[src/rtl/control_unit_pipe_pkg.sv]
// Shared encodings for the decode-stage control unit: opcodes, control-bundle
// field encodings, FSM state codes and the reset/safe bundle.
package control_unit_pipe_pkg;

  localparam logic [6:0] OP_R      = 7'b0110011;
  localparam logic [6:0] OP_I      = 7'b0010011;
  localparam logic [6:0] OP_LOAD   = 7'b0000011;
  localparam logic [6:0] OP_STORE  = 7'b0100011;
  localparam logic [6:0] OP_BRANCH = 7'b1100011;
  localparam logic [6:0] OP_JAL    = 7'b1101111;
  localparam logic [6:0] OP_JALR   = 7'b1100111;
  localparam logic [6:0] OP_AUIPC  = 7'b0010111;
  localparam logic [6:0] OP_LUI    = 7'b0110111;

  localparam logic [6:0] F7_BASE = 7'b0000000;
  localparam logic [6:0] F7_ALT  = 7'b0100000;
  localparam logic [6:0] F7_MUL  = 7'b0000001;

  localparam int CNT_W = 4;

  typedef enum logic [2:0] {I_TYPE, S_TYPE, B_TYPE, U_TYPE, J_TYPE} imm_sel_e;
  typedef enum logic {DATA1, PC} alu_sel1_e;
  typedef enum logic {DATA2, IMM} alu_sel2_e;
  typedef enum logic [4:0] {
    ADD, SUB, SLL, SLT, SLTU, XOR, SRL, SRA, OR, AND,
    MUL, MULH, MULHSU, MULHU, DIV, DIVU, REM, REMU
  } alu_op_e;
  typedef enum logic [2:0] {B_NO, B_EQ, B_NE, B_LT, B_GE, B_LTU, B_GEU, B_JUMP} branch_e;
  typedef enum logic [1:0] {NO_W, MW_SB, MW_SH, MW_SW} mem_write_e;
  typedef enum logic [2:0] {NO_R, MR_LB, MR_LH, MR_LW, MR_LBU, MR_LHU} mem_read_e;
  typedef enum logic [1:0] {ALU, MEM, PC_4, IMM_WB} wb_sel_e;
  typedef enum logic {DIS, EN} write_en_e;
  typedef enum logic {IDLE, MD_BUSY} state_e;

  typedef struct packed {
    imm_sel_e   imm_sel;
    alu_sel1_e  alu_sel1;
    alu_sel2_e  alu_sel2;
    alu_op_e    alu_op;
    branch_e    branch;
    mem_write_e mem_write;
    mem_read_e  mem_read;
    wb_sel_e    wb_sel;
    write_en_e  write_en;
    logic [4:0] rd;
    logic       is_m;
  } bundle_t;

  localparam bundle_t BUNDLE_RST = '{
    imm_sel: I_TYPE, alu_sel1: DATA1, alu_sel2: DATA2, alu_op: ADD,
    branch: B_NO, mem_write: NO_W, mem_read: NO_R, wb_sel: ALU,
    write_en: DIS, rd: 5'd0, is_m: 1'b0
  };

endpackage

[src/rtl/control_unit_pipe_decoder.sv]
// Purely combinational RV32I/M instruction decoder producing the control bundle.
module control_decoder
  import control_unit_pipe_pkg::*;
#(
  parameter int EN_M_EXT = 1
) (
  input  logic [31:0] instruction,
  output bundle_t     bundle,
  output logic        illegal
);

  logic [6:0] opcode;
  logic [2:0] funct3;
  logic [6:0] funct7;
  logic       unused_fields;
  bundle_t    b;
  logic       ill;

  assign opcode        = instruction[6:0];
  assign funct3        = instruction[14:12];
  assign funct7        = instruction[31:25];
  assign unused_fields = ^instruction[24:15];

  always_comb begin
    b        = BUNDLE_RST;
    b.rd     = instruction[11:7];
    ill      = 1'b0;
    case (opcode)
      OP_R: begin
        b.write_en = EN;
        case (funct7)
          F7_BASE: case (funct3)
            3'b000: b.alu_op = ADD;
            3'b001: b.alu_op = SLL;
            3'b010: b.alu_op = SLT;
            3'b011: b.alu_op = SLTU;
            3'b100: b.alu_op = XOR;
            3'b101: b.alu_op = SRL;
            3'b110: b.alu_op = OR;
            default: b.alu_op = AND;
          endcase
          F7_ALT: case (funct3)
            3'b000: b.alu_op = SUB;
            3'b101: b.alu_op = SRA;
            default: ill = 1'b1;
          endcase
          F7_MUL: begin
            if (EN_M_EXT != 0) begin
              b.is_m = 1'b1;
              case (funct3)
                3'b000: b.alu_op = MUL;
                3'b001: b.alu_op = MULH;
                3'b010: b.alu_op = MULHSU;
                3'b011: b.alu_op = MULHU;
                3'b100: b.alu_op = DIV;
                3'b101: b.alu_op = DIVU;
                3'b110: b.alu_op = REM;
                default: b.alu_op = REMU;
              endcase
            end else begin
              ill = 1'b1;
            end
          end
          default: ill = 1'b1;
        endcase
      end
      OP_I: begin
        b.write_en = EN;
        b.alu_sel2 = IMM;
        case (funct3)
          3'b000: b.alu_op = ADD;
          3'b010: b.alu_op = SLT;
          3'b011: b.alu_op = SLTU;
          3'b100: b.alu_op = XOR;
          3'b110: b.alu_op = OR;
          3'b111: b.alu_op = AND;
          3'b001: if (funct7 == F7_BASE) b.alu_op = SLL; else ill = 1'b1;
          default: begin
            if (funct7 == F7_BASE)     b.alu_op = SRL;
            else if (funct7 == F7_ALT) b.alu_op = SRA;
            else                       ill = 1'b1;
          end
        endcase
      end
      OP_LOAD: begin
        b.write_en = EN;
        b.alu_sel2 = IMM;
        b.wb_sel   = MEM;
        case (funct3)
          3'b000: b.mem_read = MR_LB;
          3'b001: b.mem_read = MR_LH;
          3'b010: b.mem_read = MR_LW;
          3'b100: b.mem_read = MR_LBU;
          3'b101: b.mem_read = MR_LHU;
          default: ill = 1'b1;
        endcase
      end
      OP_STORE: begin
        b.imm_sel  = S_TYPE;
        b.alu_sel2 = IMM;
        case (funct3)
          3'b000: b.mem_write = MW_SB;
          3'b001: b.mem_write = MW_SH;
          3'b010: b.mem_write = MW_SW;
          default: ill = 1'b1;
        endcase
      end
      OP_BRANCH: begin
        b.imm_sel = B_TYPE;
        case (funct3)
          3'b000: b.branch = B_EQ;
          3'b001: b.branch = B_NE;
          3'b100: b.branch = B_LT;
          3'b101: b.branch = B_GE;
          3'b110: b.branch = B_LTU;
          3'b111: b.branch = B_GEU;
          default: ill = 1'b1;
        endcase
      end
      OP_JAL: begin
        b.imm_sel  = J_TYPE;
        b.alu_sel1 = PC;
        b.alu_sel2 = IMM;
        b.branch   = B_JUMP;
        b.wb_sel   = PC_4;
        b.write_en = EN;
      end
      OP_JALR: begin
        b.alu_sel2 = IMM;
        b.branch   = B_JUMP;
        b.wb_sel   = PC_4;
        b.write_en = EN;
        if (funct3 != 3'b000) ill = 1'b1;
      end
      OP_AUIPC: begin
        b.imm_sel  = U_TYPE;
        b.alu_sel1 = PC;
        b.alu_sel2 = IMM;
        b.write_en = EN;
      end
      OP_LUI: begin
        b.imm_sel  = U_TYPE;
        b.alu_sel2 = IMM;
        b.wb_sel   = IMM_WB;
        b.write_en = EN;
      end
      default: ill = 1'b1;
    endcase
    // Illegal ops collapse to the safe bundle; RD is meaningless without a write.
    if (ill) b = BUNDLE_RST;
    if (b.write_en == DIS) b.rd = '0;
  end

  assign bundle  = b;
  assign illegal = ill;

endmodule

[src/rtl/control_unit_pipe.sv]
// Decode-stage control unit: registered control bundle with a multi-cycle
// hold of the stage for RV32M ops.
module control_unit_pipe
  import control_unit_pipe_pkg::*;
#(
  parameter int EN_M_EXT   = 1,
  parameter int MD_LATENCY = 4
) (
  input  logic        CLK,
  input  logic        RESET,
  input  logic [31:0] INSTRUCTION,
  input  logic        IN_VALID,
  input  logic        STALL_IN,
  input  logic        FLUSH,
  output logic [2:0]  IMM_SEL,
  output logic        ALU_SEL1,
  output logic        ALU_SEL2,
  output logic [4:0]  ALU_OP,
  output logic [2:0]  BRANCH,
  output logic [1:0]  MEM_WRITE,
  output logic [2:0]  MEM_READ,
  output logic [1:0]  WB_SEL,
  output logic        WRITE_EN,
  output logic [4:0]  RD,
  output logic        OUT_VALID,
  output logic        ILLEGAL,
  output logic        STALL_OUT
);

  bundle_t          dec_bundle, bun_q, bun_d;
  logic             dec_illegal;
  state_e           state_q, state_d;
  logic [CNT_W-1:0] cnt_q, cnt_d;
  logic             valid_q, valid_d;
  logic             ill_q, ill_d;
  logic             unused_is_m;

  control_decoder #(.EN_M_EXT(EN_M_EXT)) u_decoder (
    .instruction (INSTRUCTION),
    .bundle      (dec_bundle),
    .illegal     (dec_illegal)
  );

  always_comb begin
    state_d = state_q;
    cnt_d   = cnt_q;
    valid_d = valid_q;
    ill_d   = ill_q;
    bun_d   = bun_q;
    if (FLUSH) begin
      valid_d = 1'b0;
      ill_d   = 1'b0;
      state_d = IDLE;
      cnt_d   = '0;
    end else if (STALL_IN) begin
      // hold everything
    end else if (state_q == MD_BUSY) begin
      if (cnt_q == '0) begin
        valid_d = 1'b1;
        state_d = IDLE;
      end else begin
        cnt_d = cnt_q - CNT_W'(1);
      end
    end else if (IN_VALID) begin
      bun_d = dec_bundle;
      ill_d = dec_illegal;
      if (dec_bundle.is_m && MD_LATENCY > 1) begin
        state_d = MD_BUSY;
        cnt_d   = CNT_W'(MD_LATENCY - 2);
        valid_d = 1'b0;
      end else begin
        valid_d = 1'b1;
      end
    end else begin
      valid_d = 1'b0;
    end
  end

  always_ff @(posedge CLK or negedge RESET) begin
    if (!RESET) begin
      state_q <= IDLE;
      cnt_q   <= '0;
      valid_q <= 1'b0;
      ill_q   <= 1'b0;
      bun_q   <= BUNDLE_RST;
    end else begin
      state_q <= state_d;
      cnt_q   <= cnt_d;
      valid_q <= valid_d;
      ill_q   <= ill_d;
      bun_q   <= bun_d;
    end
  end

  assign STALL_OUT   = (state_q == MD_BUSY) || STALL_IN;
  assign OUT_VALID   = valid_q;
  assign ILLEGAL     = ill_q;
  assign IMM_SEL     = bun_q.imm_sel;
  assign ALU_SEL1    = bun_q.alu_sel1;
  assign ALU_SEL2    = bun_q.alu_sel2;
  assign ALU_OP      = bun_q.alu_op;
  assign BRANCH      = bun_q.branch;
  assign MEM_WRITE   = bun_q.mem_write;
  assign MEM_READ    = bun_q.mem_read;
  assign WB_SEL      = bun_q.wb_sel;
  assign WRITE_EN    = bun_q.write_en;
  assign RD          = bun_q.rd;
  assign unused_is_m = bun_q.is_m;

endmodule

[config.mk]
export PLATFORM = sky130hd
export DESIGN_NAME = control_unit_pipe
export DESIGN_NICKNAME = d
export VERILOG_FILES = /design/src/rtl/control_unit_pipe_pkg.sv /design/src/rtl/control_unit_pipe_decoder.sv /design/src/rtl/control_unit_pipe.sv
export SDC_FILE = /design/constraint.sdc
export NUM_CORES = 1
export LEC_CHECK = 0
export ABC_CLOCK_PERIOD_IN_PS = 4600
export CORE_MARGIN = 5
export CORE_UTILIZATION = 51
export DETAILED_ROUTE_END_ITERATION = 12
export PLACE_DENSITY_LB_ADDON = 0.1
export SYNTH_ARGS = -nofsm -noshare
export SYNTH_HDL_FRONTEND = slang
export SYNTH_HIERARCHICAL = 1
export SYNTH_SLANG_ARGS = --single-unit
[constraint.sdc]
create_clock -name CLK -period 4.6 [get_ports CLK]
set_input_delay 1.38 -clock CLK [delete_from_list [all_inputs] [get_ports CLK]]
set_output_delay 1.38 -clock CLK [all_outputs]
set_load 0.005 [all_outputs]
=== Word-level counts from Yosys, hierarchy flattened ===
Cells that the tools add are included.

* Flip-flop bits (word level): 33
* Bits of input ports: 37
* Word-level logic and storage cells: 121
* Latch bits: 0
* Output and inout bits: 29
* Memories kept: 0
* RAM bits: 0
* Bits in read-only memories: 0

* Shift operators: 0
* Magnitude comparators: 0
* Reductions and logical operators: 24
* Divide/modulo/power cells: 0
* $add $sub $neg: 1
* $mul: 0
* Eq/ne operators: 22
* Multiplexer cells: 57
* Bitwise operators: 3

{| class="wikitable"
|+ Operator list
! kind !! count
|-
| case mux 5 bit (7 select lines) || 2
|-
| 2-to-1 mux 1 bit || 29
|-
| == test 7 x 6 -> 1 bit, second input constant || 4
|-
| case mux 4 bit (7 select lines) || 1
|-
| 2-to-1 mux 27 bit || 1
|-
| 2-to-1 mux 4 bit || 6
|-
| == test 7 bit, second input constant || 3
|-
| case mux 3 bit (6 select lines) || 1
|-
| case mux 3 bit (5 select lines) || 1
|-
| case mux 5 bit (3 select lines) || 1
|-
| == test 7 x 5 -> 1 bit, second input constant || 2
|-
| OR reduction 7 bit || 2
|-
| == test 3 bit, second input constant || 4
|-
| case mux 2 bit (3 select lines) || 2
|-
| case mux 3 bit (2 select lines) || 2
|-
| case mux 3 bit (4 select lines) || 1
|-
| OR reduction 6 bit || 2
|-
| 2-to-1 mux 5 bit || 2
|-
| case mux 5 bit (2 select lines) || 1
|-
| OR reduction 2 bit || 5
|-
| nonzero test 3 bit || 3
|-
| AND reduction 4 bit || 2
|-
| == test 7 x 1 -> 1 bit, second input constant || 1
|-
| == test 7 x 2 -> 1 bit, second input constant || 1
|-
| 21 further kinds || 28
|}

=== Longest topological paths before layout ===
Gate-level depths: netlist (run 1).

* Depth after elaboration: 11
* Mapped depth: 7
* Mapped depth without buffers: 6

=== Modules after synthesis ===
Netlist (run 1), hierarchy kept.

{| class="wikitable"
|+ Modules (own cells, without submodules)
! module !! times used !! seq. area each (um^2) !! area an instance (um^2) !! cells each
|-
| control_unit_pipe || 1 || 825.8 || 1393.8 || 98
|-
| control_decoder || 1 || 0.0 || 829.5 || 140
|}

=== Worst setup path after synthesis (run 1) ===
No wires, ideal clock.

* Kind: input-to-reg
* Start point: input port INSTRUCTION[28]
* End point: register cnt_q[2]
* Arrival: 2.937 ns
* Path slack: 1.525 ns
* Cell stages on the path: 7
* Library setup time: 0.139 ns
* Path buffers: 1
* Data required time: 4.461 ns
* Cell sequence: or4_1 buf_2 or2_1 nor3_1 nand4bb_1 a21bo_2 a311oi_1

{| class="wikitable"
|+ RTL lines
! item !! RTL line !! text
|-
| start, declared || control_unit_pipe.sv:11 || <nowiki>input logic [31:0] INSTRUCTION,</nowiki>
|-
| end signal, assigned || control_unit_pipe.sv:88 || <nowiki>cnt_q <= cnt_d;</nowiki>
|-
| end, declared || control_unit_pipe.sv:33 || <nowiki>logic [CNT_W-1:0] cnt_q, cnt_d;</nowiki>
|}

=== Final worst setup path (run 1) ===
* Start point: input port STALL_IN
* End point: output port STALL_OUT

* Cells in the longest elaborated chain, start to end: 1

{| class="wikitable"
|+ RTL lines
! item !! RTL line !! text
|-
| start, declared || control_unit_pipe.sv:13 || <nowiki>input logic STALL_IN,</nowiki>
|-
| logical OR 1 bit || control_unit_pipe.sv:95 || <nowiki>assign STALL_OUT = (state_q == MD_BUSY) || STALL_IN;</nowiki>
|-
| end, declared || control_unit_pipe.sv:27 || <nowiki>output logic STALL_OUT</nowiki>
|}

Every way passes these cells.

==> flow_metrics.env, run 1 <==
export IMPL_use_met2_pct=32.7
export IMPL_met1_usage_pct=26.5
export IMPL_worstSetupPathType="in -> out"
export IMPL_routed_wl_um=5800
export IMPL_yosys_area_share_simple_pct=26.3
export IMPL_cts_tree="built"
export IMPL_antennaDiodeCount=0
export IMPL_cts_clk_slew_worst_paths_ps=70
export IMPL_netlist_area_mm2=0.00222
export IMPL_drc=0
export IMPL_finalHoldViolCount=0
export IMPL_combPwrFrac_pct=15.9
export IMPL_min_path_type="reg -> reg"
export IMPL_grt_max_degree=34
export IMPL_synth_compound_area_share_pct=16.2
export IMPL_fillCellCount=360
export IMPL_outcome="completed"
export IMPL_root_buffer="clkbuf_8"
export IMPL_top_level_ports=66
export IMPL_gp_congestion=0.937
export IMPL_required_ps=3220
export IMPL_synth_fa_ha_area_share_pct=1.13
export IMPL_fin_area_mm2=0.00291
export IMPL_nets=328
export IMPL_numCtsBuffers=5
export IMPL_vias_per_cell=6.06
export IMPL_start_util_pct=51.8
export IMPL_grt_overflow=0
export IMPL_cp_max_fo=7
export IMPL_synth_top_family_by_area="simple AND/OR/NAND/NOR gates"
export IMPL_grt_pass1_vias=2060
export IMPL_slowest_delay_ps=620
export IMPL_netlist_instances=238
export IMPL_dieWidth_um=76.0
export IMPL_crit_path_top_delay_cell="clkdlybuf4s50_1"
export IMPL_hold_buffers=0
export IMPL_cts_repair_resized=0
export IMPL_grt_pass1_wl_um=9870
export IMPL_p_sw_mw=0.168
export IMPL_io_buffers=55
export IMPL_p_clk_share_pct=41.2
export IMPL_cp_common_cell="clkdlybuf4s50_1"
export IMPL_slew_headroom_pct=58.9
export IMPL_htreeDepth=2
export IMPL_rsz0062_at_grt="false"
export IMPL_totalNegativeSetupSlack_ps=0
export IMPL_power_mw=0.687
export IMPL_path_buf_inv=3
export IMPL_crit_arrival_ps=2670
export IMPL_grt_usage_pct=20.6
export IMPL_worst_slack_ps=553
export IMPL_ys_flop_type="dfrtp_1"
export IMPL_yosys_warnings=6
export IMPL_power_leakage_nw=1.19
export IMPL_cts_max_path_buffers=2
export IMPL_multi_input_area_mm2=0.00129
export IMPL_tightestPinTransition_ps=613
export IMPL_coreArea_mm2=0.00429
export IMPL_synth_seq_cells=33
export IMPL_place_ws_ps=554
export IMPL_cap_viol_max_count=0
export IMPL_switching_share_pct=24.4
export IMPL_start_kind="primary input"
export IMPL_firstDrtPassIters=4
export IMPL_setup_viol=0
export IMPL_synth_edf_count=0
export IMPL_dp_hpwl_um=4150
export IMPL_drive_above_1_share_pct=15.5
export IMPL_grt_use_met3_pct=6.38
export IMPL_ir_drop_v=0.000187
export IMPL_syn_nets=277
export IMPL_ys_types=59
export IMPL_post_cts_buffers=0
export IMPL_p_int_mw=0.520
export IMPL_seqPwrFrac_pct=42.9
export IMPL_antenna_found_initial=0
export IMPL_busiest_layer="met2"
export IMPL_crit_chain="clkdlybuf4s50_1, nor2_4, inv_2, clkdlybuf4s50_1"
export IMPL_cts_sinks=33
export IMPL_wire_per_inst_um=16.9
export IMPL_post_route_period_util_pct=88.0
export IMPL_drt_initial_drc_count=224
export IMPL_syn_avg_cell_area_um2=9.34
export IMPL_synth_mux_area_share_pct=14.1
export IMPL_fmax_mhz=247
export IMPL_rows=24
export IMPL_clk_latency_ps=280
export IMPL_synth_xor_area_share_pct=0.394
export IMPL_period_needed_ps=4050
export IMPL_final_antenna_net_count=0
export IMPL_die_area_mm2=0.00578
export IMPL_finClkSkew_ps=2.28
export IMPL_area_growth_pct=31.0
export IMPL_area_sequential_um2=826
export IMPL_placed_area_mm2=0.00280
export IMPL_whs_ps=505
export IMPL_fp_dieH_um=76.0
export IMPL_synthArstFlopShare_pct=100
export IMPL_cp_end_kind="primary output"
export IMPL_vias=2073
export IMPL_crit_family="buffers and inverters"
export IMPL_powerDensity_mw_per_mm2=236
export IMPL_ys_seq_area_share_pct=37.1
export IMPL_final_max_slew_viol_count=0
## registers in the layout (all words and copies together), names as in the netlist, 2 cells and up
name and flops:
MEM_WRITE 2, MEM_READ 3, BRANCH 3, ALU_OP 5, IMM_SEL 3, RD 5
WB_SEL 2, cnt_q 4
## worst paths after layout
path	from	endpoint	slack (ps)	cells past startpoint
hold / removal	RD[4]	RD[4]	510	1
min in group asynchronous	RESET	BRANCH[1]	1490	2
setup reg to reg	cnt_q[0]	cnt_q[2]	2910	5
max in group asynchronous	RESET	MEM_READ[0]	2800	2
hold reg to reg	RD[4]	RD[4]	510	1
setup / recovery	STALL_IN	STALL_OUT	550	4
## layer usage
layer  part of all wire, %  routed length (µm)
met4                   1.1                  63
met3                   5.8                 338
met1                    44                2550
met2                    49                2840
met5                     0                   0
## power groups by stage
stage                     Clock, mW  Sequential, mW  Combinational [mW]
after CTS                     0.288           0.295               0.109
after floorplan                   0           0.301              0.0560
after global placement            0           0.300               0.107
after detailed placement          0           0.300               0.108
after global routing          0.305           0.295               0.119
final                         0.283           0.295               0.109
## area by class of cell
cell class                 instances  area share [%]
inverter                           9            1.16
clock buffer                       7            2.97
sequential                        33            28.4
multi-input combinational        181            44.3
clock inverter                     1            1.03
tap                               52            2.23
timing repair buffer              59            19.9
## cell usage after synthesis (all sizes together) (3+ instances only)
cell type  number  share of area (%)
dfrtp          33                 37
mux2           26                 13
nor2           17                3.2
a21oi          13                2.9
nand2          12                2.0
o21ai          12                2.7
clkbuf         11                1.9
inv             9                1.5
nor4            9                2.8
nand3           8                1.8
nor3            7                2.1
nand2b          6                1.7
nor4b           6                2.4
a31oi           5                1.4
and3            4                1.1
buf             4                1.5
or2             4                1.1
a21o            3                1.0
nor2b           3               0.84
## placed cells by master, fill, tap and decap left out, types with 8 or more instances in the layout
cell	count
o21ai_0	10
dfrtp_1	33
nand2_1	12
nand3_1	8
inv_1	8
clkdlybuf4s50_1	55
nor4_1	8
nor2_1	16
a21oi_1	13
mux2_2	26
## metrics by stage
step                      instances  utilization, %
final                           342            67.8
after CTS                       342            67.8
after global routing            342            67.8
after detailed placement        334            65.1
after global placement          334            65.1
after floorplan                 238               -
## cells by family (layout without fill, tap and decap cells)
| logic type | Yosys count | in the layout |
|---|---|---|
| DFF | 33 | 33 |
| buffers and inverters | 24 | 76 |
| adders and majority gates | 2 | 2 |
| and+or+nand+nor | 96 | 96 |
| AOI/OAI and AO/OA | 54 | 54 |
| xor gates and xnor gates | 1 | 1 |
| muxes | 28 | 28 |
No activity file was read; power rests on OpenSTA's default activity.
==> run 2: changes to the inputs <==
REMOVE_ABC_BUFFERS = 1   (was unset)
==> run 2 against run 1 <==
  * Hold slack worse by 1.1 ps
  * Routed wire length is 7.7% lower
  * Critical path depth did not move
  * First-iteration DRC count fell by 47%
  * Worst setup slack worse by 1.4 ps
  * Final cell count unchanged
  * Flip-flop and latch count unchanged
  * Critical path type unchanged
==> flow_metrics.env, run 2 (same netlist as run 1, synthesis figures left out) <==
export IMPL_totalNegativeSetupSlack_ps=0
export IMPL_firstDrtPassIters=4
export IMPL_gp_congestion=0.915
export IMPL_crit_arrival_ps=2670
export IMPL_fin_util_pct=67.4
export IMPL_vias_per_cell=5.87
export IMPL_switching_share_pct=26.7
export IMPL_fin_area_mm2=0.00289
export IMPL_io_buffers=55
export IMPL_finClkSkew_ps=3.14
export IMPL_post_cts_buffers=0
export IMPL_worst_slack_ps=552
export IMPL_final_max_slew_viol_count=0
export IMPL_power_mw=0.631
export IMPL_area_growth_pct=30.1
export IMPL_critPathLaunch="STALL_IN"
export IMPL_drc=0
export IMPL_required_ps=3220
export IMPL_cp_max_fo=7
export IMPL_drive_above_1_share_pct=15.9
export IMPL_numPlacedInstances=335
export IMPL_fillCellCount=380
export IMPL_crit_path_top_delay_cell="clkdlybuf4s50_1"
export IMPL_fp_dieH_um=76.0
export IMPL_mostFrequentLayoutCell="clkdlybuf4s50_1"
export IMPL_antennaDiodeCount=0
export IMPL_cp_common_cell="clkdlybuf4s50_1"
export IMPL_grt_pass1_wl_um=9280
export IMPL_start_kind="primary input"
export IMPL_p_sw_mw=0.168
export IMPL_grt_overflow=0
export IMPL_rsz0062_at_grt="false"
export IMPL_hp_start="ALU_OP[2]"
export IMPL_cts_clk_slew_worst_paths_ps=70
export IMPL_p_clk_share_pct=36.0
export IMPL_setup_viol=0
export IMPL_min_path_type="reg -> reg"
export IMPL_rows=24
export IMPL_slew_headroom_pct=54.9
export IMPL_hold_buffers=0
export IMPL_top_level_ports=66
export IMPL_fmax_mhz=247
export IMPL_crit_family="buffers and inverters"
export IMPL_fin_cells=342
export IMPL_dieWidth_um=76.0
export IMPL_coreArea_mm2=0.00429
export IMPL_slowest_delay_ps=620
export IMPL_cts_max_path_buffers=2
export IMPL_final_antenna_net_count=0
export IMPL_numCtsBuffers=5
export IMPL_cts_repair_resized=0
export IMPL_place_ws_ps=569
export IMPL_start_util_pct=51.8
export IMPL_r2r_start="state_q"
export IMPL_finalHoldViolCount=0
export IMPL_grt_usage_pct=19.1
export IMPL_drt_initial_drc_count=118
export IMPL_ir_drop_v=0.000185
export IMPL_p_int_mw=0.462
export IMPL_clk_latency_ps=280
export IMPL_die_area_mm2=0.00578
export IMPL_cp_end_kind="primary output"
export IMPL_placed_area_mm2=0.00280
export IMPL_routed_wl_um=5350
export IMPL_cap_viol_max_count=0
export IMPL_grt_max_degree=34
export IMPL_dp_hpwl_um=3890
export IMPL_outcome="completed"
export IMPL_seqPwrFrac_pct=46.7
export IMPL_wire_per_inst_um=15.6
export IMPL_post_route_period_util_pct=88.0
export IMPL_cts_tree="built"
export IMPL_antenna_found_initial=0
export IMPL_period_needed_ps=4050
export IMPL_htreeDepth=2
export IMPL_mostFrequentLayoutCells="clkdlybuf4s50_1, dfrtp_1, mux2_2"
export IMPL_tightestPinTransition_ps=676
export IMPL_ff2ff_path_depth=5
export IMPL_grt_pass1_vias=1960
export IMPL_hold_path_depth=1
export IMPL_powerDensity_mw_per_mm2=218
export IMPL_whs_ps=504
export IMPL_crit_chain="clkdlybuf4s50_1, nor2_4, inv_2, clkdlybuf4s50_1"
export IMPL_vias=2009
export IMPL_path_depth=4
export IMPL_nets=329
export IMPL_power_leakage_nw=1.18
export IMPL_worstSetupPathType="in -> out"
export IMPL_path_buf_inv=3
export IMPL_combPwrFrac_pct=17.3
export IMPL_cts_sinks=33
export IMPL_root_buffer="clkbuf_8"
-- run 2: path summary, 6_finish.rpt --
path	end	slack (ps)
min reg2reg	ALU_OP[2]	500
max	STALL_OUT	550
min	ALU_OP[2]	500
max reg2reg	IMM_SEL[1]	2640
max in group asynchronous	MEM_WRITE[1]	2800
min in group asynchronous	BRANCH[1]	1500
-- run 2: worst register-to-register path, cell delays in order (launching register included) --
cell,delay (ps)
dfrtp_1,470
nor2_4,180
inv_2,80
nor3_4,420
buf_4,340
mux2_2,360
-- run 2: layer usage --
metal	wire, µm	share of wire, %	vias to the layer above	GRT usage, %
met5	0	0	-	0
met4	78	1.5	0	6.23
met3	419	7.8	9	5.67
met1	2410	45	941	25.2
li1	-	-	987	-
met2	2450	46	72	29.9
-- run 2: layout make-up --
cell class,count,area [µm²],area share [%]
tap,52,65.1,2.25
timing repair buffer,60,588,20.3
clock inverter,1,7.51,0.260
multi-input combinational,181,1290,44.6
inverter,9,33.8,1.17
sequential,33,826,28.5
clock buffer,6,82.6,2.85
-- run 2: power groups by stage --
stage	Clock (mW)	Sequential, mW	Combinational [mW]
floorplan	0	0.301	0.0442
global placement	0	0.300	0.108
detailed placement	0	0.300	0.109
CTS	0.233	0.295	0.109
global route	0.247	0.295	0.121
finish	0.227	0.295	0.109
==> run 3: changes to the inputs <==
CAP_MARGIN = 25   (was unset)
==> results of run 3 <==
Same layout as run 2: the final DEF is identical, and so are final timing and power.
